$ cat config.mk
export PLATFORM = sky130hd
export DESIGN_NAME = ycr_clk_gate_ctrl_flat
export DESIGN_NICKNAME = d
export VERILOG_FILES = /design/src/rtl/ycr_clk_gate_ctrl_if.sv /design/src/rtl/ycr_clk_gate_ctrl.sv /design/src/flat_wrapper.sv
export SDC_FILE = /design/constraint.sdc
export NUM_CORES = 1
export LEC_CHECK = 0
export BUFFER_PORTS_ARGS = -buffer_cell sky130_fd_sc_hd__buf_4
export CORE_MARGIN = 2
export CORE_UTILIZATION = 45
export DETAILED_ROUTE_END_ITERATION = 12
export PLACE_DENSITY = 0.69
export SLEW_MARGIN = 10
export SYNTH_ARGS = -nofsm -noshare
export SYNTH_HDL_FRONTEND = slang
export SYNTH_SLANG_ARGS = --single-unit
$ cat constraint.sdc
create_clock -name clk -period 2.2 [get_ports clk]
set_clock_uncertainty 0.1 [all_clocks]
set_input_delay 0.44 -clock clk [delete_from_list [all_inputs] [get_ports clk]]
set_output_delay 0.44 -clock clk [all_outputs]
set_load 0.05 [all_outputs]
$ cat src/rtl/ycr_clk_gate_ctrl_if.sv
// ---------------------------------------------------------------------------
// ycr_clk_gate_ctrl_if
//
// Bundles the sleep/wake signalling between the core and the clock-gating
// controller, together with the controller's outputs toward the gate cell
// and the statistics counter.
//
// Signals
//   test_mode    DFT override, forces the core clock enabled
//   sleep_req    level sleep request from the core (WFI)
//   pipe_idle    pipeline and memory interfaces quiescent
//   wake_irq     pending enabled interrupt, level
//   wake_dbg     debug halt request, level
//   cnt_clr      synchronous clear of sleep_cycles
//   clk_en       enable to the clock-gate cell
//   sleep_ack    high while the core clock is gated
//   wake_done    one-cycle pulse when the clock has been restored
//   sleep_cycles count of cycles spent gated (saturating)
//
// Handshake: sleep_req is a level request and sleep_ack is its level
// acknowledge. The request is honoured only once the pipeline has been idle
// long enough; sleep_ack then stays high for as long as the clock is gated,
// independent of sleep_req, and drops on the same edge that re-enables the
// clock. wake_irq/wake_dbg are levels and need no acknowledge: wake_done
// marks the first normal cycle after the clock is restored.
//
// Modports
//   master  core/system side driving requests
//   slave   the controller
// ---------------------------------------------------------------------------
interface ycr_clk_gate_ctrl_if;
  logic        test_mode;
  logic        sleep_req;
  logic        pipe_idle;
  logic        wake_irq;
  logic        wake_dbg;
  logic        cnt_clr;
  logic        clk_en;
  logic        sleep_ack;
  logic        wake_done;
  logic [31:0] sleep_cycles;

  modport master (
    output test_mode,
    output sleep_req,
    output pipe_idle,
    output wake_irq,
    output wake_dbg,
    output cnt_clr,
    input  clk_en,
    input  sleep_ack,
    input  wake_done,
    input  sleep_cycles
  );

  modport slave (
    input  test_mode,
    input  sleep_req,
    input  pipe_idle,
    input  wake_irq,
    input  wake_dbg,
    input  cnt_clr,
    output clk_en,
    output sleep_ack,
    output wake_done,
    output sleep_cycles
  );
endinterface

$ cat src/rtl/ycr_clk_gate_ctrl.sv
// ---------------------------------------------------------------------------
// ycr_clk_gate_ctrl
//
// Clock-gating controller for the core clock. Runs on the free-running clock
// and drives the enable of the core clock-gate cell. The core clock is
// stopped after a sleep request once the pipeline has been quiescent for
// IDLE_DLY consecutive cycles, and restarted on an interrupt or debug wake
// event. After restart the clock runs WAKE_DLY cycles before wake_done pulses.
//
// Parameters
//   IDLE_DLY  consecutive idle cycles in DRAIN before gating (1..255)
//   WAKE_DLY  cycles spent in WAKE before wake_done (1..255)
//
// Ports
//   clk          free-running (ungated) clock
//   rst_n        asynchronous active-low reset
//   gate_if      slave side of ycr_clk_gate_ctrl_if (requests in, enable,
//                acknowledge, wake pulse and statistics out)
//   dbg_state_o  current controller state:
//                0 = RUN, 1 = DRAIN, 2 = SLEEP, 3 = WAKE
// ---------------------------------------------------------------------------
module ycr_clk_gate_ctrl #(
  parameter int unsigned IDLE_DLY = 4,
  parameter int unsigned WAKE_DLY = 2
) (
  input  logic               clk,
  input  logic               rst_n,
  ycr_clk_gate_ctrl_if.slave gate_if,
  output logic [1:0]         dbg_state_o
);

  typedef enum logic [1:0] {
    ST_RUN   = 2'd0,
    ST_DRAIN = 2'd1,
    ST_SLEEP = 2'd2,
    ST_WAKE  = 2'd3
  } state_e;

  // Terminal values of the shared DRAIN/WAKE counter.
  localparam logic [7:0] IDLE_LAST = 8'(IDLE_DLY - 1);
  localparam logic [7:0] WAKE_LAST = 8'(WAKE_DLY - 1);

  localparam logic [31:0] CNT_MAX = 32'hFFFF_FFFF;

  state_e      state_q;
  logic [7:0]  dcnt_q;
  logic        gate_q;
  logic        wake_done_q;
  logic [31:0] sleep_cycles_q;

  logic        wake;
  logic        leave_req;

  assign wake = gate_if.wake_irq | gate_if.wake_dbg;

  // Anything that cancels an in-progress drain (or prevents one starting).
  assign leave_req = ~gate_if.sleep_req | wake | gate_if.test_mode;

  // -------------------------------------------------------------------------
  // Controller FSM. gate_q is set on the same edge that enters SLEEP and
  // cleared on the edge that leaves it, so it is high exactly while the
  // state is SLEEP and clk_en only ever moves on a rising clk edge.
  // -------------------------------------------------------------------------
  always_ff @(posedge clk or negedge rst_n) begin
    if (!rst_n) begin
      state_q     <= ST_RUN;
      dcnt_q      <= 8'd0;
      gate_q      <= 1'b0;
      wake_done_q <= 1'b0;
    end else begin
      wake_done_q <= 1'b0;
      case (state_q)
        ST_RUN: begin
          // A pending wake holds the core running even with sleep_req set.
          if (!leave_req) begin
            state_q <= ST_DRAIN;
            dcnt_q  <= 8'd0;
          end
        end

        ST_DRAIN: begin
          // Cancellation wins over the final idle count, so a wake on the
          // last drain cycle never produces a gated cycle.
          if (leave_req) begin
            state_q <= ST_RUN;
          end else if (!gate_if.pipe_idle) begin
            // Any busy cycle restarts the full idle window.
            dcnt_q <= 8'd0;
          end else if (dcnt_q == IDLE_LAST) begin
            state_q <= ST_SLEEP;
            gate_q  <= 1'b1;
          end else begin
            dcnt_q <= dcnt_q + 8'd1;
          end
        end

        ST_SLEEP: begin
          // sleep_req/pipe_idle come from the frozen core and are ignored.
          if (wake || gate_if.test_mode) begin
            state_q <= ST_WAKE;
            dcnt_q  <= 8'd0;
            gate_q  <= 1'b0;
          end
        end

        ST_WAKE: begin
          // Further wake events are irrelevant here; the clock is running.
          dcnt_q <= dcnt_q + 8'd1;
          if (dcnt_q == WAKE_LAST) begin
            state_q     <= ST_RUN;
            wake_done_q <= 1'b1;
          end
        end

        default: begin
          state_q <= ST_RUN;
          dcnt_q  <= 8'd0;
          gate_q  <= 1'b0;
        end
      endcase
    end
  end

  // -------------------------------------------------------------------------
  // Gated-cycle statistics. Clear wins over increment; the count sticks at
  // all-ones instead of wrapping.
  // -------------------------------------------------------------------------
  always_ff @(posedge clk or negedge rst_n) begin
    if (!rst_n) begin
      sleep_cycles_q <= 32'd0;
    end else if (gate_if.cnt_clr) begin
      sleep_cycles_q <= 32'd0;
    end else if (state_q == ST_SLEEP && sleep_cycles_q != CNT_MAX) begin
      sleep_cycles_q <= sleep_cycles_q + 32'd1;
    end
  end

  // -------------------------------------------------------------------------
  // Outputs. test_mode is ORed in combinationally so scan can force the
  // clock on in the same cycle; reset clears gate_q asynchronously, which
  // re-enables the clock without needing an edge.
  // -------------------------------------------------------------------------
  assign gate_if.clk_en       = ~gate_q | gate_if.test_mode;
  assign gate_if.sleep_ack    = gate_q;
  assign gate_if.wake_done    = wake_done_q;
  assign gate_if.sleep_cycles = sleep_cycles_q;
  assign dbg_state_o          = state_q;

endmodule
$ cat src/flat_wrapper.sv
// flat-port wrapper written by rule: the top's interface ports become plain ports
module ycr_clk_gate_ctrl_flat 
#(
  parameter int unsigned IDLE_DLY = 4,
  parameter int unsigned WAKE_DLY = 2
)
  (clk, rst_n, dbg_state_o, gate_if_test_mode, gate_if_sleep_req, gate_if_pipe_idle, gate_if_wake_irq, gate_if_wake_dbg, gate_if_cnt_clr, gate_if_clk_en, gate_if_sleep_ack, gate_if_wake_done, gate_if_sleep_cycles);
  ycr_clk_gate_ctrl_if gate_if_i ();
  input  logic clk;
  input  logic rst_n;
  output logic [1:0] dbg_state_o;
  input wire logic [$bits(gate_if_i.test_mode)-1:0] gate_if_test_mode;
  input wire logic [$bits(gate_if_i.sleep_req)-1:0] gate_if_sleep_req;
  input wire logic [$bits(gate_if_i.pipe_idle)-1:0] gate_if_pipe_idle;
  input wire logic [$bits(gate_if_i.wake_irq)-1:0] gate_if_wake_irq;
  input wire logic [$bits(gate_if_i.wake_dbg)-1:0] gate_if_wake_dbg;
  input wire logic [$bits(gate_if_i.cnt_clr)-1:0] gate_if_cnt_clr;
  output wire logic [$bits(gate_if_i.clk_en)-1:0] gate_if_clk_en;
  output wire logic [$bits(gate_if_i.sleep_ack)-1:0] gate_if_sleep_ack;
  output wire logic [$bits(gate_if_i.wake_done)-1:0] gate_if_wake_done;
  output wire logic [$bits(gate_if_i.sleep_cycles)-1:0] gate_if_sleep_cycles;
  assign gate_if_i.test_mode = gate_if_test_mode;
  assign gate_if_i.sleep_req = gate_if_sleep_req;
  assign gate_if_i.pipe_idle = gate_if_pipe_idle;
  assign gate_if_i.wake_irq = gate_if_wake_irq;
  assign gate_if_i.wake_dbg = gate_if_wake_dbg;
  assign gate_if_i.cnt_clr = gate_if_cnt_clr;
  assign gate_if_clk_en = gate_if_i.clk_en;
  assign gate_if_sleep_ack = gate_if_i.sleep_ack;
  assign gate_if_wake_done = gate_if_i.wake_done;
  assign gate_if_sleep_cycles = gate_if_i.sleep_cycles;
  ycr_clk_gate_ctrl #(.IDLE_DLY(IDLE_DLY), .WAKE_DLY(WAKE_DLY)) u_core (.clk(clk), .rst_n(rst_n), .gate_if(gate_if_i), .dbg_state_o(dbg_state_o));
endmodule
==> flow_summary.json, run 1 <==
{
  "status": "completed",
  "diodes": 0,
  "clk_path_buf_depth": 2,
  "synth-edff-count": 0,
  "async_reset_ff_frac": 1.00,
  "grt_usage": 0.199,
  "p_per_area_nw_per_um2": 486,
  "hpwl_um": 4090,
  "setup_viol": 0,
  "timing.final.crit_share": 0.970,
  "path_max_fanout": 11,
  "gr-total-overflow": 0,
  "r2r-end": "u_core.gate_if.sleep_cycles[27]$_DFFE_PN0P_",
  "cts.reportedPaths.clkPinSlew_ns": 0.09,
  "drt.antenna.violating_nets": 0,
  "cts_tree": "built",
  "max_stage_delay_ns": 0.48,
  "end_kind": "register",
  "cp-start-kind": "register",
  "criticalPathCategory": "reg -> reg",
  "antenna_found_initial": 0,
  "grt_max_degree": 45,
  "tightest_slew_ns": 0.569,
  "fillers": 483,
  "fin_crit_ns": 2.13,
  "fin_nets": 342,
  "drv_cap": 0,
  "critPathLaunch": "u_core.dbg_state_o[0]$_DFFE_PN0P_",
  "portBuffers": 44,
  "die_area_sq_um": 6080,
  "htree_levels": 2,
  "ir_drop_v": 0.000316,
  "endpoint": "u_core.gate_if.sleep_cycles[27]$_DFFE_PN0P_",
  "synth.avg_cell_area_sq_um": 9.18,
  "hold_viol_final": 0,
  "ys.warnings.count": 0,
  "grt_setup_unrepaired": "true",
  "report.final.slew_viol_count": 0,
  "crit_path_cell_trace": "nand2b_4, or4_4, a211o_2, or3_1, a21oi_1",
  "cp.arrival_ns": 2.25,
  "cp_slowest_cell": "or4_4",
  "areaGrowthSynthToFinish_pct": 29.1,
  "dr.pass1.iters": 4,
  "num_vias": 2278,
  "synth.distinct_cells": 48,
  "die_w_um": 78.0,
  "p_leak_uw": 0.00131,
  "max_freq_mhz": 468,
  "grt_pass1_wl_um": 9710,
  "initial_core_util": 0.473,
  "cts_hold_buf": 0,
  "vias_per_cell": 5.67,
  "required_ns": 2.32,
  "place_congestion": 0.815,
  "wl_per_cell_um": 14.4,
  "ios": 45,
  "syn_area_sq_um": 2460,
  "cts-root-buf": "clkbuf_8",
  "clk_latency_ns": 0.30,
  "drive_gt1_frac": 0.361,
  "maxSlewHeadroom": 0.621,
  "routed_wl_um": 5780,
  "grt_pass1_vias": 2199,
  "r2r_start": "u_core.dbg_state_o[0]$_DFFE_PN0P_",
  "synth_cells": 268,
  "num_rows": 26,
  "coreArea_sq_um": 5200,
  "numCtsBuffers": 5,
  "rrSetupSlack_ns": 0.07,
  "drtIter0Drc": 130,
  "synth-seq-cells": 44,
  "seq_area_frac_synth": 0.447,
  "cts_setup_buffers": 0,
  "clock_sinks": 44,
  "syn_nets": 279,
  "power_uw": 1540,
  "drc": 0,
  "fin_util": 0.610,
  "fp.dieH_um": 78.0,
  "synth_ff_type": "dfrtp_1",
  "hold_class": "in -> async",
  "ff2ff_path_depth": 5
}
==> worst min-delay path by stage <==
stage | start | end
after CTS | rst_n | u_core.gate_if.sleep_cycles[25]$_DFFE_PN0P_
after detailed placement | u_core.dcnt_q[7]$_DFFE_PN0P_ | u_core.dcnt_q[7]$_DFFE_PN0P_
after global placement | rst_n | u_core.gate_if.sleep_cycles[15]$_DFFE_PN0P_
after global routing | rst_n | u_core.gate_if.sleep_cycles[19]$_DFFE_PN0P_
after floorplan | rst_n | asynchronous set/reset pin
final | rst_n | u_core.gate_if.sleep_cycles[25]$_DFFE_PN0P_
==> per-layer routing <==
| layer | part of all wire | global-route usage |
|---|---|---|
| met4 | 0.010 | 0.0684 |
| met5 | 0 | 0 |
| met3 | 0.050 | 0.0453 |
| met2 | 0.50 | 0.347 |
| met1 | 0.44 | 0.240 |
==> flip-flops by register name (all words and copies together) (netlist names), named ones only <==
register,count
u_core.gate_if.sleep_ack,1
u_core.dbg_state_o,1
u_core.gate_if.sleep_cycles,32
u_core.dcnt_q,8
u_core.gate_if.wake_done,1
==> final cells by class <==
class / count / area [sq um] / area share
Tap cell: 70 / 87.6 / 0.0276
Multi-Input combinational cell: 204 / 1280 / 0.402
Timing Repair Buffer: 68 / 523 / 0.165
Clock buffer: 7 / 96.3 / 0.0303
Inverter: 8 / 30.0 / 0.00945
Clock inverter: 1 / 30.0 / 0.00945
Sequential cell: 44 / 1130 / 0.357
==> stage by stage <==
stage          area, sq um  hold WS [ns]  setup slack, ns  cells  setup TNS [ns]
3_5_place_dp          3040         0.372           0.0522    394               0
6_report              3180        0.0371           0.0651    402               0
4_1_cts               3160        0.0511           0.0373    402               0
2_1_floorplan         2500        0.0444          -0.0597    268          -0.239
3_3_place_gp          3040         0.370           0.0884    394               0
5_1_grt               3180        0.0705          -0.0315    402         -0.0505
==> critical path, delay by kind of cell, from the launching register on <==
kind               cells  cell delay (ns)
DFF                    1             0.41
AOI/OAI and AO/OA      2             0.54
and+or+nand+nor        3             1.01
==> cells in the final DEF, fill, tap and decap left out, types with 3 or more instances in the layout <==
master	instances
a31oi_1	4
nand3_1	10
and4_1	3
clkbuf_8	7
nor3_1	5
mux2_2	4
nand4_1	15
nand2b_1	5
o21ai_0	18
inv_1	8
a211oi_1	3
dfrtp_2	26
nor2_1	34
ha_1	3
nor2b_1	4
buf_4	67
nor4_1	5
a31o_2	3
o41ai_1	5
nand2_1	17
a21oi_1	12
or3_1	11
xnor2_1	12
dfrtp_1	18
==> logic make-up after synthesis <==
kind of cell               after synthesis  share of synthesized area
AOI/OAI and AO/OA                       58                      0.153
xor gates and xnor gates                13                     0.0463
adders and majority gates                3                     0.0153
buffers and inverters                   20                     0.0412
DFF                                     44                      0.447
muxes                                    6                     0.0264
and+or+nand+nor                        124                      0.270
==> power by group <==
part           internal (uW)  switching [uW]
sequential               809           0.854
combinational           17.4            39.5
clock                    401             277
total                   1230             317
==> synthesized netlist by cell type (2+ instances only) <==
master | instances | area share
a211oi_1 | 3 | 0.0092
a21oi_1 | 12 | 0.024
a311oi_1 | 2 | 0.0071
a31o_2 | 3 | 0.011
a31oi_1 | 4 | 0.010
and3_1 | 2 | 0.0051
and4_1 | 3 | 0.011
buf_4 | 2 | 0.0061
clkbuf_1 | 6 | 0.0092
dfrtp_1 | 44 | 0.45
dlygate4sd1_1 | 2 | 0.0071
ha_1 | 3 | 0.015
inv_1 | 8 | 0.012
mux2_2 | 4 | 0.018
mux2i_1 | 2 | 0.0081
nand2_1 | 17 | 0.026
nand2b_1 | 5 | 0.013
nand3_1 | 11 | 0.022
nand4_1 | 15 | 0.038
nor2_1 | 34 | 0.052
nor2b_1 | 4 | 0.010
nor3_1 | 6 | 0.012
nor4_1 | 6 | 0.015
o2111ai_1 | 2 | 0.0071
o21ai_0 | 18 | 0.037
o31ai_1 | 2 | 0.0061
o41ai_1 | 5 | 0.018
or3_1 | 11 | 0.028
or4_1 | 2 | 0.0061
xnor2_1 | 12 | 0.043
==> repair_timing <==
item | CTS | global route
resized for setup | 0 | 3
endpoints found under the setup margin | 0 | 14
endpoints found under the hold margin | 0 | 0
(Power assumes the default switching activity.)
==> inputs of run 2 (changes only) <==
CORE_ASPECT_RATIO = 0.5   (was not set)
==> flow_summary.json, run 2 (synthesized netlist as in run 1, its figures left out) <==
{
  "die_area_sq_um": 6110,
  "dr.pass1.iters": 4,
  "gr-total-overflow": 0,
  "p_per_area_nw_per_um2": 436,
  "largest_reg_flops": 32,
  "cp.arrival_ns": 2.25,
  "cts_hold_buf": 0,
  "wl_per_cell_um": 14.3,
  "endpoint": "u_core.gate_if.sleep_cycles[27]$_DFFE_PN0P_",
  "timing.final.crit_share": 0.964,
  "fin_util": 0.633,
  "p_leak_uw": 0.00132,
  "diodes": 0,
  "num_vias": 2247,
  "r2r_start": "u_core.gate_if.sleep_cycles[1]$_DFFE_PN0P_",
  "drive_gt1_frac": 0.379,
  "clkPwrFrac": 0.384,
  "hpwl_um": 4100,
  "place_congestion": 0.851,
  "portBuffers": 44,
  "cts.reportedPaths.clkPinSlew_ns": 0.09,
  "setup_viol": 0,
  "grt_max_degree": 45,
  "fin_crit_ns": 2.12,
  "grt_usage": 0.197,
  "required_ns": 2.33,
  "r2r-end": "u_core.gate_if.sleep_cycles[27]$_DFFE_PN0P_",
  "antenna_found_initial": 0,
  "p_switching_uw": 322,
  "cts-root-buf": "clkbuf_8",
  "ff2ff_path_depth": 5,
  "clk_path_buf_depth": 2,
  "vias_per_cell": 5.55,
  "p_seq_frac": 0.577,
  "tightest_slew_ns": 0.564,
  "numCtsBuffers": 5,
  "max_freq_mhz": 472,
  "drtIter0Drc": 90,
  "clk_latency_ns": 0.30,
  "p_int_uw": 1080,
  "path_max_fanout": 11,
  "report.final.slew_viol_count": 0,
  "status": "completed",
  "drv_cap": 0,
  "hold_viol_final": 0,
  "cts_tree": "built",
  "holdWs_ns": 0.0327,
  "criticalPathCategory": "reg -> reg",
  "final_cell_area_sq_um": 3220,
  "areaGrowthSynthToFinish_pct": 30.9,
  "clock_sinks": 44,
  "timing.final.ws_setup_ns": 0.0801,
  "hold_class": "in -> async",
  "dp.cells": 393,
  "drt.antenna.violating_nets": 0,
  "final_common_cell": "buf_4",
  "pre_cts_ws_ns": 0.00368,
  "switching_share": 0.230,
  "cp-start-kind": "register",
  "ir_drop_v": 0.000316,
  "rrSetupSlack_ns": 0.08,
  "mostFrequentLayoutCells": "buf_4, nor2_1, dfrtp_2",
  "initial_core_util": 0.484,
  "htree_levels": 2,
  "final_cells": 405,
  "fin_nets": 345,
  "ios": 45,
  "place_area_sq_um": 3030,
  "grt_pass1_vias": 2117,
  "drc": 0,
  "coreArea_sq_um": 5090,
  "die_w_um": 109,
  "num_rows": 18,
  "grt_setup_unrepaired": "false",
  "maxSlewHeadroom": 0.624,
  "routed_wl_um": 5780,
  "end_kind": "register",
  "power_frac_comb": 0.040,
  "fp.dieH_um": 56.3,
  "critPathLaunch": "u_core.gate_if.sleep_cycles[1]$_DFFE_PN0P_",
  "grt_pass1_wl_um": 9690
}
run 2: cell type report:
class	instances	area (sq um)
Inverter	8	30.0
Multi-Input combinational cell	204	1330
Clock inverter	1	7.51
Fill cell	455	1870
Clock buffer	7	86.3
Timing Repair Buffer	71	546
Sequential cell	44	1130
Tap cell	70	87.6
run 2: worst min path at each step:
stage	to	start	slack, ns	cells after the start
floorplan	asynchronous set/reset pin	rst_n	0.04	0
global placement	u_core.gate_if.sleep_cycles[23]$_DFFE_PN0P_	rst_n	0.37	1
CTS	u_core.gate_if.sleep_cycles[23]$_DFFE_PN0P_	rst_n	0.05	1
finish	u_core.gate_if.sleep_cycles[19]$_DFFE_PN0P_	rst_n	0.03	1
global route	u_core.gate_if.sleep_cycles[19]$_DFFE_PN0P_	rst_n	0.08	1
detailed placement	u_core.gate_if.sleep_cycles[23]$_DFFE_PN0P_	rst_n	0.38	1
run 2: worst max-delay path, stage by stage (launching register included):
cell and delay (ns):
dfrtp_2 0.40, nand2_1 0.09, or4_4 0.59, a211o_4 0.37
or3_1 0.37, a21oi_2 0.13
run 2: power groups by stage:
stage | Combinational (uW) | Sequential [uW] | Clock [uW]
6_report | 55.9 | 809 | 538
5_1_grt | 64.0 | 810 | 582
4_1_cts | 57.2 | 809 | 554
3_5_place_dp | 57.4 | 826 | 0
3_3_place_gp | 55.4 | 826 | 0
2_1_floorplan | 19.4 | 828 | 0
run 2: routing by layer:
| metal | wire [um] | part of all wire | global-route usage | up-vias |
|---|---|---|---|---|
| met5 | 0 | 0 | 0 | - |
| met3 | 200 | 0.035 | 0.0488 | 2 |
| met1 | 2740 | 0.47 | 0.262 | 1093 |
| li1 | - | - | - | 1118 |
| met4 | 10 | 0.0017 | 0.0275 | 0 |
| met2 | 2830 | 0.49 | 0.333 | 34 |
run 2: what timing repair did:
item | CTS | global route
hold endpoints to repair | 0 | 0
setup endpoints to repair | 0 | 22
buffers inserted | 0 | 4
resized for setup | 0 | 12
run 2: stage by stage:
stage | TNS, ns | total power [uW]
2_1_floorplan | -0.239 | 848
3_3_place_gp | 0 | 881
3_5_place_dp | 0 | 883
4_1_cts | 0 | 1420
5_1_grt | 0 | 1460
6_report | 0 | 1400
